`src/rtl/workout_sequencer.sv`:
```
// workout_sequencer: work/rest interval sequencer for a training session.
// Counts sets up to a target latched at session start, times each interval
// from a one-second tick enable, inserts a periodic long rest, supports
// pause/resume and skip, and steps an exercise wheel on every new set.
//
//   state  | meaning
//   -------+-----------------------------------------------------------
//   IDLE   | no session; waits for a start request with a nonzero target
//   WORK   | work interval of set Cn, Ti ticks remaining
//   REST   | rest after set Cn (never after the final set)
//   PAUSED | counters frozen; Pa returns to the saved WORK/REST state
module workout_sequencer #(
  parameter int CN_W          = 9,
  parameter int TI_W          = 7,
  parameter int WORK_SEC      = 45,
  parameter int REST_SEC      = 15,
  parameter int LONG_REST_SEC = 60,
  parameter int LONG_EVERY    = 5,
  parameter int NUM_EX        = 10
) (
  input  logic            Clk,
  input  logic            Re,
  input  logic            Tick,
  input  logic            St,
  input  logic            Sk,
  input  logic            Pa,
  input  logic [CN_W-1:0] Tgt,
  output logic [1:0]      Bu,
  output logic [CN_W-1:0] Cn,
  output logic [TI_W-1:0] Ti,
  output logic [3:0]      WCn,
  output logic [1:0]      St_o
);

  localparam logic [1:0] S_IDLE   = 2'b00;
  localparam logic [1:0] S_WORK   = 2'b01;
  localparam logic [1:0] S_REST   = 2'b10;
  localparam logic [1:0] S_PAUSED = 2'b11;

  localparam logic [1:0] BU_NONE = 2'b00;
  localparam logic [1:0] BU_REST = 2'b01;
  localparam logic [1:0] BU_SKIP = 2'b10;
  localparam logic [1:0] BU_DONE = 2'b11;

  // Position of the current set inside a long-rest group runs 1..LONG_EVERY.
  localparam int LG_W = (LONG_EVERY < 2) ? 1 : $clog2(LONG_EVERY + 1);

  localparam logic [TI_W-1:0] WORK_TI = TI_W'(WORK_SEC);
  localparam logic [TI_W-1:0] REST_TI = TI_W'(REST_SEC);
  localparam logic [TI_W-1:0] LONG_TI = TI_W'(LONG_REST_SEC);
  localparam logic [3:0]      WHEEL_LAST = 4'(NUM_EX - 1);
  localparam logic [LG_W-1:0] GRP_LAST   = LG_W'(LONG_EVERY);

  // Reject parameter sets whose interval lengths or wheel size do not fit.
  if (WORK_SEC < 0 || WORK_SEC >= (1 << TI_W)) begin : g_chk_work
    $error("workout_sequencer: WORK_SEC does not fit in TI_W bits");
  end
  if (REST_SEC < 0 || REST_SEC >= (1 << TI_W)) begin : g_chk_rest
    $error("workout_sequencer: REST_SEC does not fit in TI_W bits");
  end
  if (LONG_REST_SEC < 0 || LONG_REST_SEC >= (1 << TI_W)) begin : g_chk_long
    $error("workout_sequencer: LONG_REST_SEC does not fit in TI_W bits");
  end
  if (NUM_EX < 1 || NUM_EX > 16) begin : g_chk_wheel
    $error("workout_sequencer: NUM_EX must be in 1..16");
  end
  if (LONG_EVERY < 0) begin : g_chk_every
    $error("workout_sequencer: LONG_EVERY must be non-negative");
  end

  logic [1:0]      state;
  logic [1:0]      ret_state;
  logic [CN_W-1:0] tgt_q;
  logic [LG_W-1:0] grp_cnt;

  logic [1:0]      state_nxt;
  logic [1:0]      ret_nxt;
  logic [CN_W-1:0] tgt_nxt;
  logic [LG_W-1:0] grp_nxt;
  logic [CN_W-1:0] cn_nxt;
  logic [TI_W-1:0] ti_nxt;
  logic [3:0]      wcn_nxt;
  logic [1:0]      bu_nxt;

  logic            last_set;
  logic            ti_zero;
  logic            long_due;
  logic            do_finish;
  logic            do_adv;
  logic [1:0]      adv_bu;

  assign last_set = (Cn == tgt_q);
  assign ti_zero  = (Ti == '0);
  assign long_due = (LONG_EVERY != 0) && (grp_cnt == GRP_LAST);
  assign St_o     = state;

  // Decode the per-state request (Sk > Pa > Tick) into next-state values.
  always_comb begin
    state_nxt = state;
    ret_nxt   = ret_state;
    tgt_nxt   = tgt_q;
    grp_nxt   = grp_cnt;
    cn_nxt    = Cn;
    ti_nxt    = Ti;
    wcn_nxt   = WCn;
    bu_nxt    = BU_NONE;
    do_finish = 1'b0;
    do_adv    = 1'b0;
    adv_bu    = BU_NONE;

    case (state)
      S_IDLE: begin
        if (St && (Tgt != '0)) begin
          tgt_nxt   = Tgt;
          cn_nxt    = CN_W'(1);
          ti_nxt    = WORK_TI;
          wcn_nxt   = 4'd0;
          grp_nxt   = LG_W'(1);
          state_nxt = S_WORK;
        end
      end

      S_WORK: begin
        if (Sk) begin
          if (last_set) begin
            do_finish = 1'b1;
          end else begin
            do_adv = 1'b1;
            adv_bu = BU_SKIP;
          end
        end else if (Pa) begin
          ret_nxt   = S_WORK;
          state_nxt = S_PAUSED;
        end else if (Tick) begin
          if (!ti_zero) begin
            ti_nxt = Ti - TI_W'(1);
          end else if (last_set) begin
            do_finish = 1'b1;
          end else begin
            state_nxt = S_REST;
            ti_nxt    = long_due ? LONG_TI : REST_TI;
          end
        end
      end

      S_REST: begin
        if (Sk) begin
          do_adv = 1'b1;
          adv_bu = BU_SKIP;
        end else if (Pa) begin
          ret_nxt   = S_REST;
          state_nxt = S_PAUSED;
        end else if (Tick) begin
          if (!ti_zero) begin
            ti_nxt = Ti - TI_W'(1);
          end else begin
            do_adv = 1'b1;
            adv_bu = BU_REST;
          end
        end
      end

      default: begin
        if (Pa) begin
          state_nxt = ret_state;
        end
      end
    endcase

    // Advance to the next set; the group position restarts after a long-rest set.
    if (do_adv) begin
      cn_nxt    = Cn + CN_W'(1);
      ti_nxt    = WORK_TI;
      wcn_nxt   = (WCn == WHEEL_LAST) ? 4'd0 : WCn + 4'd1;
      grp_nxt   = long_due ? LG_W'(1) : grp_cnt + LG_W'(1);
      bu_nxt    = adv_bu;
      state_nxt = S_WORK;
    end

    // Session complete: Cn keeps the final set number for the display.
    if (do_finish) begin
      ti_nxt    = '0;
      wcn_nxt   = 4'd0;
      bu_nxt    = BU_DONE;
      state_nxt = S_IDLE;
    end
  end

  // Register every output and the internal session context.
  always_ff @(posedge Clk or negedge Re) begin
    if (!Re) begin
      state     <= S_IDLE;
      ret_state <= S_WORK;
      tgt_q     <= '0;
      grp_cnt   <= '0;
      Cn        <= '0;
      Ti        <= '0;
      WCn       <= 4'd0;
      Bu        <= BU_NONE;
    end else begin
      state     <= state_nxt;
      ret_state <= ret_nxt;
      tgt_q     <= tgt_nxt;
      grp_cnt   <= grp_nxt;
      Cn        <= cn_nxt;
      Ti        <= ti_nxt;
      WCn       <= wcn_nxt;
      Bu        <= bu_nxt;
    end
  end

endmodule

```
`config.mk`:
```
export PLATFORM = sky130hd
export DESIGN_NAME = workout_sequencer
export DESIGN_NICKNAME = d
export VERILOG_FILES = /design/src/rtl/workout_sequencer.sv
export SDC_FILE = /design/constraint.sdc
export NUM_CORES = 1
export LEC_CHECK = 0
export CORE_MARGIN = 2
export CORE_UTILIZATION = 50
export DETAILED_ROUTE_END_ITERATION = 6
export PLACE_DENSITY = 0.83
export SLEW_MARGIN = 20
export SYNTH_ARGS = -nofsm -noshare
export SYNTH_HDL_FRONTEND = slang
export SYNTH_SLANG_ARGS = --single-unit
```
`constraint.sdc`:
```
create_clock -name Clk -period 3.85 [get_ports Clk]
set_input_delay 0.77 -clock Clk [delete_from_list [all_inputs] [get_ports Clk]]
set_output_delay 0.77 -clock Clk [all_outputs]
set_load 0.01 [all_outputs]
```
-- Word level (Yosys, flattened, before mapping)
Index checks and enable logic that the tools add are counted.
W data, S select, Z words.
- register bits after elaboration: 38
- input bits: 15
- output and inout bits: 24
- word-level logic and storage cells: 116
- add/subtract/negate cells: 4
- equal/unequal tests: 22
- multiplexer cells: 65
- reduce and logical (&&, ||, !) cells: 17
- operator list (operator ; count):
    $mux W7 ; 12
    $mux W2 ; 20
    $ne A4 B4 Y1 const B ; 9
    $mux W9 ; 3
    $pmux W7 S3 ; 1
    $mux W4 ; 5
    $ne A5 B5 Y1 const B ; 4
    $mux W1 ; 15
    $mux W3 ; 4
    $reduce_and A10 Y1 ; 1
    $reduce_bool A5 Y1 ; 2
    $add A9 B1 Y9 const B ; 1
    $eq A9 B9 Y1 ; 1
    $reduce_bool A9 Y1 ; 1
    $ne A2 B2 Y1 const B ; 4
    $pmux W2 S2 ; 2
    $reduce_and A8 Y1 ; 1
    $logic_not A7 Y1 ; 1
    $sub A7 B1 Y7 const B ; 1
    $mux W6 ; 1
    $pmux W2 S3 ; 1
    $reduce_and A2 Y1 ; 3
    $reduce_bool A2 Y1 ; 3
    $reduce_bool A3 Y1 ; 2
    10 further kinds ; 10

-- Logic depth before layout (Yosys ltp)
Gate-level depths: netlist of run 1.
- depth in word-level cells: 10
- gate-level depth with buffers: 10
- gate-level depth less buffers: 8

-- Least setup slack after synthesis of run 1
No wires, ideal clock.
- path kind: input -> register
- start: in Tgt[4]
- end: reg Ti[6]
- setup time: 0.125 ns
- arrival time: 2.586 ns
- data required time: 3.725 ns
- setup slack: 1.139 ns
- stages: 6
- path buffers: 0
- path through: or4_4 -> o41ai_4 -> a22o_4 -> a211oi_2 -> or3_4 -> mux2_4
- longest elaborated chain between the ends: 4
- RTL lines (item ; line ; source):
    start, declared ; 27 ; input logic [CN_W-1:0] Tgt,
    $reduce_bool A9 Y1 ; 113 ; if (St && (Tgt != '0)) begin
    $logic_and A1 B1 Y1 ; 113 ;
    $ne A4 B4 Y1 (no line) ; - ;
    $reduce_and A10 Y1 (no line) ; - ;
    end signal, assigned ; 206 ; Ti <= ti_nxt;
    end, declared ; 30 ; output logic [TI_W-1:0] Ti,
No other way between the ends.
A chain may end at the register's enable or synchronous reset.

-- Worst setup path after layout of run 1
- start: in Pa
- end: reg Cn[6]
- longest elaborated chain between the ends: 5
- elaborated cells on any way between the ends: 7
- classes of those cells: 4 x mux; 3 x reduce/logical
- RTL lines (item ; line ; source):
    start, declared ; 26 ; input logic Pa,
    $mux W1 (*) ; 150 ; end else if (Pa) begin
    $mux W1 (*) ; 147 ; if (Sk) begin
    $pmux W1 S2 (*) ; 111 ; case (state)
    $reduce_bool A2 Y1 (no line) ; - ;
    $reduce_and A2 Y1 (no line) ; - ;
    end signal, assigned ; 205 ; Cn <= cn_nxt;
    end, declared ; 29 ; output logic [CN_W-1:0] Cn,
Mark *: on every way between the ends. The rest lies on a longest branch, timed or not.

==> results.json, run 1 <==
{
  "status": "finished clean",
  "holdPathStages": 1,
  "rows": 25,
  "clk_path_buf_depth": 2,
  "num_vias": 2021,
  "path_cells": "clkdlybuf4s50_1 > nor4b_1 > and2_1 > o21ai_0 > a21oi_1 > buf_4 > mux2_2 > mux2i_1",
  "synth_ff_type": "dfrtp_1",
  "final_cell_mix": "dfrtp_1 (37), clkdlybuf4s50_1 (37), nand2_1 (28)",
  "min_path_type": "register to register",
  "nets": 310,
  "skew_ns": 0.00747,
  "cp_data_arrival_time_ns": 3.24,
  "syn2layout_area_growth_pct": 21.9,
  "crit_start": "Pa",
  "startpoint_type": "primary input",
  "overflow": 0,
  "wire_per_inst_um": 16.5,
  "vias_per_cell": 5.93,
  "use_met3_pct": 4.01,
  "irDropWorstVdd_uv": 336,
  "gr-max-usage-layer": "met2",
  "power_per_cell_area_nw_per_um2": 778,
  "async_flop_share_pct": 100,
  "met2_usage_pct": 36.9,
  "final_antenna_net_count": 0,
  "cap_violations": 0,
  "cts_tree": "yes",
  "synth.net_count": 271,
  "maxSlewViolCount": 0,
  "setup-violations-final": 0,
  "relSlewSlack_pct": 43.5,
  "cts-resized-gates": 0,
  "cp.required_ns": 4.08,
  "met1_usage_pct": 29.5,
  "r2r_start": "Ti[0]",
  "yosysSeqAreaShare_pct": 40.2,
  "cts_setup_buffers": 0,
  "drt-initial-drc-count": 179,
  "routed_wl_um": 5620,
  "synth_top_area_share_pct": 39.1,
  "yosys.area.top_type": "dfrtp_1",
  "max_stage_delay_ns": 0.50,
  "grt_usage_pct": 22.9,
  "grt_pass1_vias": 1982,
  "period_share_pct": 78.1,
  "die_area_sq_um": 5300,
  "synth_area_leaders": "dfrtp_1 (39%), mux2_2 (5.7%), ha_1 (4.8%)",
  "synth_edf_count": 0,
  "io_pins": 39,
  "clk_latency_ns": 0.30,
  "start_util_pct": 51.2,
  "r2r_slack_ns": 1.05,
  "die_width_um": 72.8,
  "dpl.hpwl_um": 4110,
  "endpoint_kind": "register",
  "drt_drc_violations_left": 0,
  "antenna_cells": 0,
  "rr_worst_depth": 9,
  "tns_ns": 0,
  "clkSinkCount": 38,
  "finalCriticalPeriod_ns": 3.01,
  "max_freq_mhz": 332,
  "grt_max_degree": 39,
  "cts_inserted_buffers": 5,
  "cpMaxStageDelayCell": "clkdlybuf4s50_1",
  "final_util_pct": 62.4,
  "yosys_warnings": 0,
  "syn_inst": 247,
  "first_pass_iters": 4,
  "ys_seq_elements": 38,
  "critPathMaxFanout": 11,
  "layout-drive-gt1-share_pct": 13.2,
  "path_clk_slew_ns": 0.08,
  "holdBufCountCts": 0,
  "p_leak_uw": 0.00119,
  "grt_pass1_wl_um": 9340,
  "core_area_sq_um": 4630,
  "antenna_found_initial": 0,
  "worstSetupPathType": "primary input to register",
  "hold_viol": 0,
  "min_from": "grp_cnt[1]",
  "rsz0062_at_grt": "false",
  "synthesis.area_sq_um": 2370,
  "worst_pin_slew_ns": 0.848,
  "htree_levels": 2,
  "clock-root-buffer": "clkbuf_8",
  "synth_cell_type_count": 53,
  "syn_area_per_cell_sq_um": 9.59,
  "place.gp.congestion": 0.916,
  "io_buffers": 38,
  "die_h_um": 72.8
}
routing by layer:
metal,vias up,part of all wire [%]
met5,-,0
met4,0,2.0
met3,15,5.6
met2,69,49
met1,957,43
li1,980,-
Yosys cell counts (4+ instances only):
library cell / instances
nor2_1: 14
dfrtp_1: 37
ha_1: 9
mux2_2: 12
o21ai_0: 9
xnor2_1: 12
and3_1: 6
nand3_1: 14
a211oi_1: 4
nor3_1: 6
inv_1: 11
clkbuf_1: 5
a21oi_1: 14
mux2i_1: 6
nand2_1: 28
final timing paths:
kind                              end
max                             Cn[6]
min                        grp_cnt[2]
max reg2reg                     Cn[6]
min reg2reg                grp_cnt[2]
max in group asynchronous       Bu[0]
min in group asynchronous       Ti[5]
registers in the layout, indices dropped and copies added (netlist names):
register / count
tgt_q: 9
WCn: 4
ret_state: 2
grp_cnt: 3
Bu: 2
Ti: 7
St_o: 2
Cn: 9
critical path: cells and delay by family:
| family | cells | cell delay, ns |
|---|---|---|
| AO/OA/AOI/OAI | 2 | 0.57 |
| buffers and inverters | 2 | 0.75 |
| multiplexers | 2 | 0.47 |
| AND/OR/NAND/NOR | 2 | 0.67 |
stage by stage:
stage,area (sq um),power (uW),std cells,worst slack [ns],hold slack (ns)
after floorplan,2370,1540,247,1.14,0.467
after global placement,2790,1910,333,0.617,0.493
after detailed placement,2790,1940,333,0.582,0.502
after CTS,2890,2240,341,0.880,0.520
after global routing,2890,2430,341,0.598,0.553
final,2890,2250,341,0.842,0.532
cell families after synthesis:
group | share of synthesized area [%]
AND/OR/NAND/NOR | 19.6
multiplexers | 8.87
flip-flops | 40.2
XOR/XNOR | 5.18
adder cells (fa/ha/maj) | 4.75
buffers and inverters | 3.17
AO/OA/AOI/OAI | 18.2
area by class of cell:
cell class	instances	area [sq um]
Fill cell	397	1740
Multi-Input combinational cell	190	1340
Sequential cell	38	952
Timing Repair Buffer	40	390
Clock buffer	6	82.6
Tap cell	54	67.6
Inverter	11	41.3
Clock inverter	2	12.5
power by group:
part / total (uW) / internal, uW / switching, uW
combinational: 1230 / 578 / 653
sequential: 720 / 553 / 167
clock: 295 / 144 / 151
No activity file was read; power rests on OpenSTA's default activity.
==> run 2: changes to the inputs <==
Settings changed: CORE_UTILIZATION 50 to 48.
Clock period 3.85 ns to 2.6 ns, I/O delays scaled along.
==> run 2 against run 1 <==
Critical path depth shrank 1. Utilization grew 4.2 points. Combinational power grew 74%. Setup slack lost 0.76 ns. Sequential power grew 43%. Largest cell class unchanged.
==> results.json, run 2 (synthesis gave the netlist of run 1 again) <==
{
  "clock-root-buffer": "clkbuf_8",
  "grt_pass1_wl_um": 9600,
  "place.gp.congestion": 0.868,
  "timing.rr.end": "St_o[1]",
  "overflow": 0,
  "seq_power_share_pct": 28.7,
  "die_area_sq_um": 5510,
  "clkSinkCount": 38,
  "drt_drc_violations_left": 0,
  "p_switching_uw": 1460,
  "clk_latency_ns": 0.30,
  "relSlewSlack_pct": 43.1,
  "grt_usage_pct": 22.9,
  "grt_max_degree": 39,
  "wire_per_inst_um": 15.0,
  "period_share_pct": 96.9,
  "startpoint_type": "primary input",
  "max_freq_mhz": 397,
  "min_path_type": "primary input to asynchronous set/reset pin",
  "final_cell_mix": "dfrtp_1 (37), clkdlybuf4s50_1 (36), buf_4 (33)",
  "dpl.hpwl_um": 4450,
  "mostFrequentLayoutCell": "dfrtp_1",
  "worstSetupPathType": "primary input to register",
  "die_width_um": 74.2,
  "final_antenna_net_count": 0,
  "htree_levels": 2,
  "antenna_found_initial": 0,
  "first_pass_iters": 4,
  "start_util_pct": 49.8,
  "p_leak_uw": 0.00137,
  "routed_wl_um": 5780,
  "critPathMaxFanout": 2,
  "drt-initial-drc-count": 167,
  "multi_input_area_sq_um": 1350,
  "hold_viol": 0,
  "layout-drive-gt1-share_pct": 21.6,
  "regArea_sq_um": 952,
  "path_clk_slew_ns": 0.08,
  "syn2layout_area_growth_pct": 33.7,
  "totalPowerFinal_uw": 3590,
  "rows": 25,
  "cap_violations": 0,
  "core_area_sq_um": 4750,
  "intPower_uw": 2130,
  "r2r_slack_ns": 0.22,
  "nFillCells": 405,
  "status": "finished clean",
  "grt_pass1_vias": 2048,
  "nets": 342,
  "cp.required_ns": 2.79,
  "vias_per_cell": 5.55,
  "netSwitchingFraction_pct": 40.6,
  "rsz0062_at_grt": "false",
  "worst_pin_slew_ns": 0.854,
  "largest_registers": "Cn: 9 flops, tgt_q: 9 flops, Ti: 7 flops",
  "cp_data_arrival_time_ns": 2.71,
  "timing.hold.ws_ns": 0.327,
  "cts_tree": "yes",
  "irDropWorstVdd_uv": 676,
  "io_buffers": 38,
  "rr_worst_depth": 6,
  "power_per_cell_area_nw_per_um2": 1140,
  "worst_slack_ns": 0.0795,
  "combPwrFrac_pct": 59.4,
  "pre_cts_slack_ns": -0.342,
  "setup-violations-final": 0,
  "holdBufCountCts": 0,
  "clk_path_buf_depth": 2,
  "die_h_um": 74.2,
  "endpoint_kind": "register",
  "skew_ns": 0.00856,
  "finalCriticalPeriod_ns": 2.52,
  "cts_setup_buffers": 0,
  "antenna_cells": 0,
  "clockPowerShare_pct": 11.9,
  "r2r_start": "St_o[0]",
  "io_pins": 39,
  "cts_inserted_buffers": 5,
  "maxSlewViolCount": 0,
  "num_vias": 2141
}
==> run 2: cell count changes in the layout (fill, tap and decap cells not counted), sizes merged <==
cell and change:
buf +32, clkbuf +1, clkdlybuf4s50 -1, clkinvlp -1, dlymetal6s2s +1
==> run 2: how the worst max path moves through the flow <==
stage,from,end
floorplan,Tgt[4],Ti[6]
global placement,Tgt[4],Ti[6]
detailed placement,Tgt[4],Ti[6]
CTS,Tgt[4],Ti[6]
global route,Tgt[7],Ti[6]
finish,Tgt[7],Ti[6]
==> run 2: power by group through the flow <==
stage	sequential, uW	clock [uW]	combinational [uW]
2_1_floorplan	1070	0	1220
3_3_place_gp	1020	0	2060
3_5_place_dp	1040	0	2110
4_1_cts	1030	438	2120
5_1_grt	1070	454	2360
6_report	1030	428	2140
==> run 2: timing repair <==
item	in CTS	in global routing
gates resized for setup	0	3
endpoints found under the setup margin	2	3
pin swaps	1	1
endpoints found under the hold margin	0	0
==> run 2: layer usage <==
metal	GRT usage [%]	wire length (um)	vias to the layer above
li1	-	-	1045
met1	28.0	2410	996
met2	39.1	2830	85
met3	5.15	378	15
met4	9.92	155	0
met5	0	0	-
==> run 2: final cells by class <==
cell class | count | share of cell area (%)
Timing Repair Buffer | 72 | 20.4
Clock buffer | 7 | 2.73
Tap cell | 67 | 2.65
Sequential cell | 38 | 30.1
Multi-Input combinational cell | 190 | 42.7
Inverter | 11 | 1.30
Clock inverter | 1 | 0.158
==> run 2: critical path, stage by stage <==
cell and delay [ns]:
clkdlybuf4s50_1 0.42, or4_4 0.53, o41ai_4 0.30, a22o_4 0.18, a211oi_2 0.04, or3_4 0.42
mux2_4 0.30
==> run 2: per-stage QoR <==
step	TNS, ns	util (%)	instance area, sq um	cells
CTS	0	66.3	3150	386
global placement	-2.66	64.4	3060	378
floorplan	0	-	2370	247
detailed placement	-3.74	64.4	3060	378
global route	0	66.6	3170	386
finish	0	66.6	3170	386
==> run 3: changes to the inputs <==
Settings changed: ABC_AREA from default to 1, CORE_UTILIZATION 48 to 49, MAX_ROUTING_LAYER from default to met4, PLACE_DENSITY 0.83 to 0.84.
==> run 3 against run 2 <==
Combinational power decreased by 14%. Clock-buffer cell count stayed put. Register-to-register slack improved by 0.15 ns. Global-route usage decreased by 0.61 points. Synthesized cell count up 36%. Clock power down 9.1%. Power decreased by 11%. Final area is 6.2% lower. Non-clock buffer count is 31 lower. Critical path type is now register to register. Critical endpoint is now WCn[2]. Largest power group unchanged.
==> results.json, run 3 <==
{
  "yosys.area.top_type": "dfrtp_1",
  "die_h_um": 74.5,
  "clkSinkCount": 38,
  "timing.rr.end": "WCn[2]",
  "grt_max_degree": 39,
  "fin_area_sq_um": 2970,
  "synth_ff_type": "dfrtp_1",
  "synthesis.area_sq_um": 2430,
  "rsz0062_at_grt": "false",
  "cap_violations": 0,
  "place_area_sq_um": 2890,
  "finalCriticalPeriod_ns": 2.23,
  "status": "finished clean",
  "tns_ns": 0,
  "syn_inst": 337,
  "r2r_slack_ns": 0.37,
  "worst_pin_slew_ns": 0.832,
  "startpoint_type": "register",
  "irDropWorstVdd_uv": 457,
  "die_width_um": 74.5,
  "synth_top_area_share_pct": 38.0,
  "clk_latency_ns": 0.30,
  "rows": 25,
  "cts_inserted_buffers": 5,
  "r2r_start": "Ti[0]",
  "path_clk_slew_ns": 0.08,
  "power_per_cell_area_nw_per_um2": 1080,
  "die_area_sq_um": 5550,
  "min_path_type": "primary input to asynchronous set/reset pin",
  "overflow": 0,
  "mostFrequentLayoutCell": "nand2_1",
  "syn_area_per_cell_sq_um": 7.22,
  "dp.cells": 441,
  "clk_path_buf_depth": 2,
  "period_share_pct": 85.9,
  "cts_setup_buffers": 0,
  "regArea_sq_um": 952,
  "worstSetupPathType": "register to register",
  "yosysSeqAreaShare_pct": 39.1,
  "use_met3_pct": 3.25,
  "met2_usage_pct": 33.7,
  "endpoint_kind": "register",
  "syn2layout_area_growth_pct": 22.0,
  "rr_worst_depth": 13,
  "layout-drive-gt1-share_pct": 7.09,
  "cts-resized-gates": 0,
  "first_pass_iters": 4,
  "place.gp.congestion": 0.936,
  "synth_edf_count": 0,
  "maxSlewViolCount": 0,
  "cp.required_ns": 2.78,
  "io_pins": 39,
  "num_vias": 2332,
  "final_cell_mix": "nand2_1 (102), inv_1 (42), dfrtp_1 (37), clkdlybuf4s50_1 (37), nor2_1 (29)",
  "drt-initial-drc-count": 237,
  "clock-root-buffer": "clkbuf_8",
  "wire_per_inst_um": 12.5,
  "final_antenna_net_count": 0,
  "synth_common_cells": "nand2_1 (102), inv_1 (42), dfrtp_1 (37), nor2_1 (29), o21ai_0 (27)",
  "yosys_warnings": 0,
  "cp_data_arrival_time_ns": 2.41,
  "holdBufCountCts": 0,
  "async_flop_share_pct": 100,
  "drt_drc_violations_left": 0,
  "pre_cts_slack_ns": 0.308,
  "hold_viol": 0,
  "grt_pass1_wl_um": 9360,
  "worst_slack_ns": 0.367,
  "antenna_found_initial": 0,
  "nets": 405,
  "dpl.hpwl_um": 4230,
  "vias_per_cell": 5.21,
  "start_util_pct": 51.2,
  "layout.cells.non_filler": 448,
  "synth.net_count": 361,
  "relSlewSlack_pct": 44.5,
  "synth_most_common_cell": "nand2_1",
  "critPathMaxFanout": 13,
  "gr-max-usage-layer": "met2",
  "multi_input_area_sq_um": 1290,
  "final_util_pct": 62.4,
  "htree_levels": 2,
  "cts_tree": "yes",
  "nFillCells": 438,
  "p_leak_uw": 0.00142,
  "grt_pass1_vias": 2166,
  "max_freq_mhz": 448,
  "routed_wl_um": 5610,
  "grt_usage_pct": 22.3,
  "largest_registers": "Cn: 9 flops, tgt_q: 9 flops, Ti: 7 flops",
  "met1_usage_pct": 30.7,
  "io_buffers": 38,
  "synth_area_leaders": "dfrtp_1 (38%), nand2_1 (16%), inv_1 (6.5%)",
  "setup-violations-final": 0,
  "synth_cell_type_count": 33,
  "antenna_cells": 0,
  "core_area_sq_um": 4750,
  "skew_ns": 0.0104,
  "ys_seq_elements": 38
}
-- run 3: kinds of logic after synthesis --
group	count (synthesis)	share of synthesized area [%]
AOI/OAI and AO/OA	45	9.72
xor gates and xnor gates	9	3.24
adders and majority gates	9	4.63
buffers and inverters	49	7.92
DFF	38	39.1
and+or+nand+nor	187	35.4
-- run 3: cell type report --
cell class	count	area share (%)
clock buffer	7	2.57
timing repair buffer	41	13.4
sequential	38	32.1
multi-input combinational	250	43.4
inverter	45	5.69
tap	67	2.82
-- run 3: critical path, cell delays in order (launching register included) --
cell and delay (ns):
dfrtp_1 0.43, inv_1 0.14, ha_1 0.24, nand2_2 0.12, nor3_4 0.23, nand2_1 0.08
nand2_1 0.10, nand2_2 0.11, nand2_4 0.11, nand2_4 0.12, nand2_2 0.21, nor2_1 0.11
nand2_1 0.06, o21ai_1 0.06
-- run 3: power by group --
part	leakage, uW	internal (uW)	total (uW)	switching (uW)
logic	0.000887	711	1830	1120
clock network	0.0000383	185	389	205
registers	0.000490	792	982	190
-- run 3: worst max path at each step --
stage	start	slack (ns)	cells past startpoint	to
CTS	Ti[0]	0.39	13	WCn[2]
global route	St_o[1]	0.16	12	Ti[3]
global placement	Tgt[2]	0.33	13	Ti[2]
finish	Ti[0]	0.37	13	WCn[2]
detailed placement	Tgt[2]	0.31	13	Ti[4]
floorplan	Ti[0]	0.69	13	Ti[2]
-- run 3: metrics by stage --
step | total power, uW | hold slack, ns
global placement | 2730 | 0.477
finish | 3200 | 0.324
CTS | 3190 | 0.362
floorplan | 2240 | 0.224
global route | 3470 | 0.413
detailed placement | 2790 | 0.484
-- run 3: per-layer routing --
| layer | up-vias | wire, um | part of all wire, % |
|---|---|---|---|
| met5 | - | 0 | 0 |
| met4 | 0 | 72 | 1.3 |
| met3 | 8 | 282 | 5.0 |
| met2 | 57 | 2600 | 46 |
| met1 | 1105 | 2650 | 47 |
| li1 | 1162 | - | - |
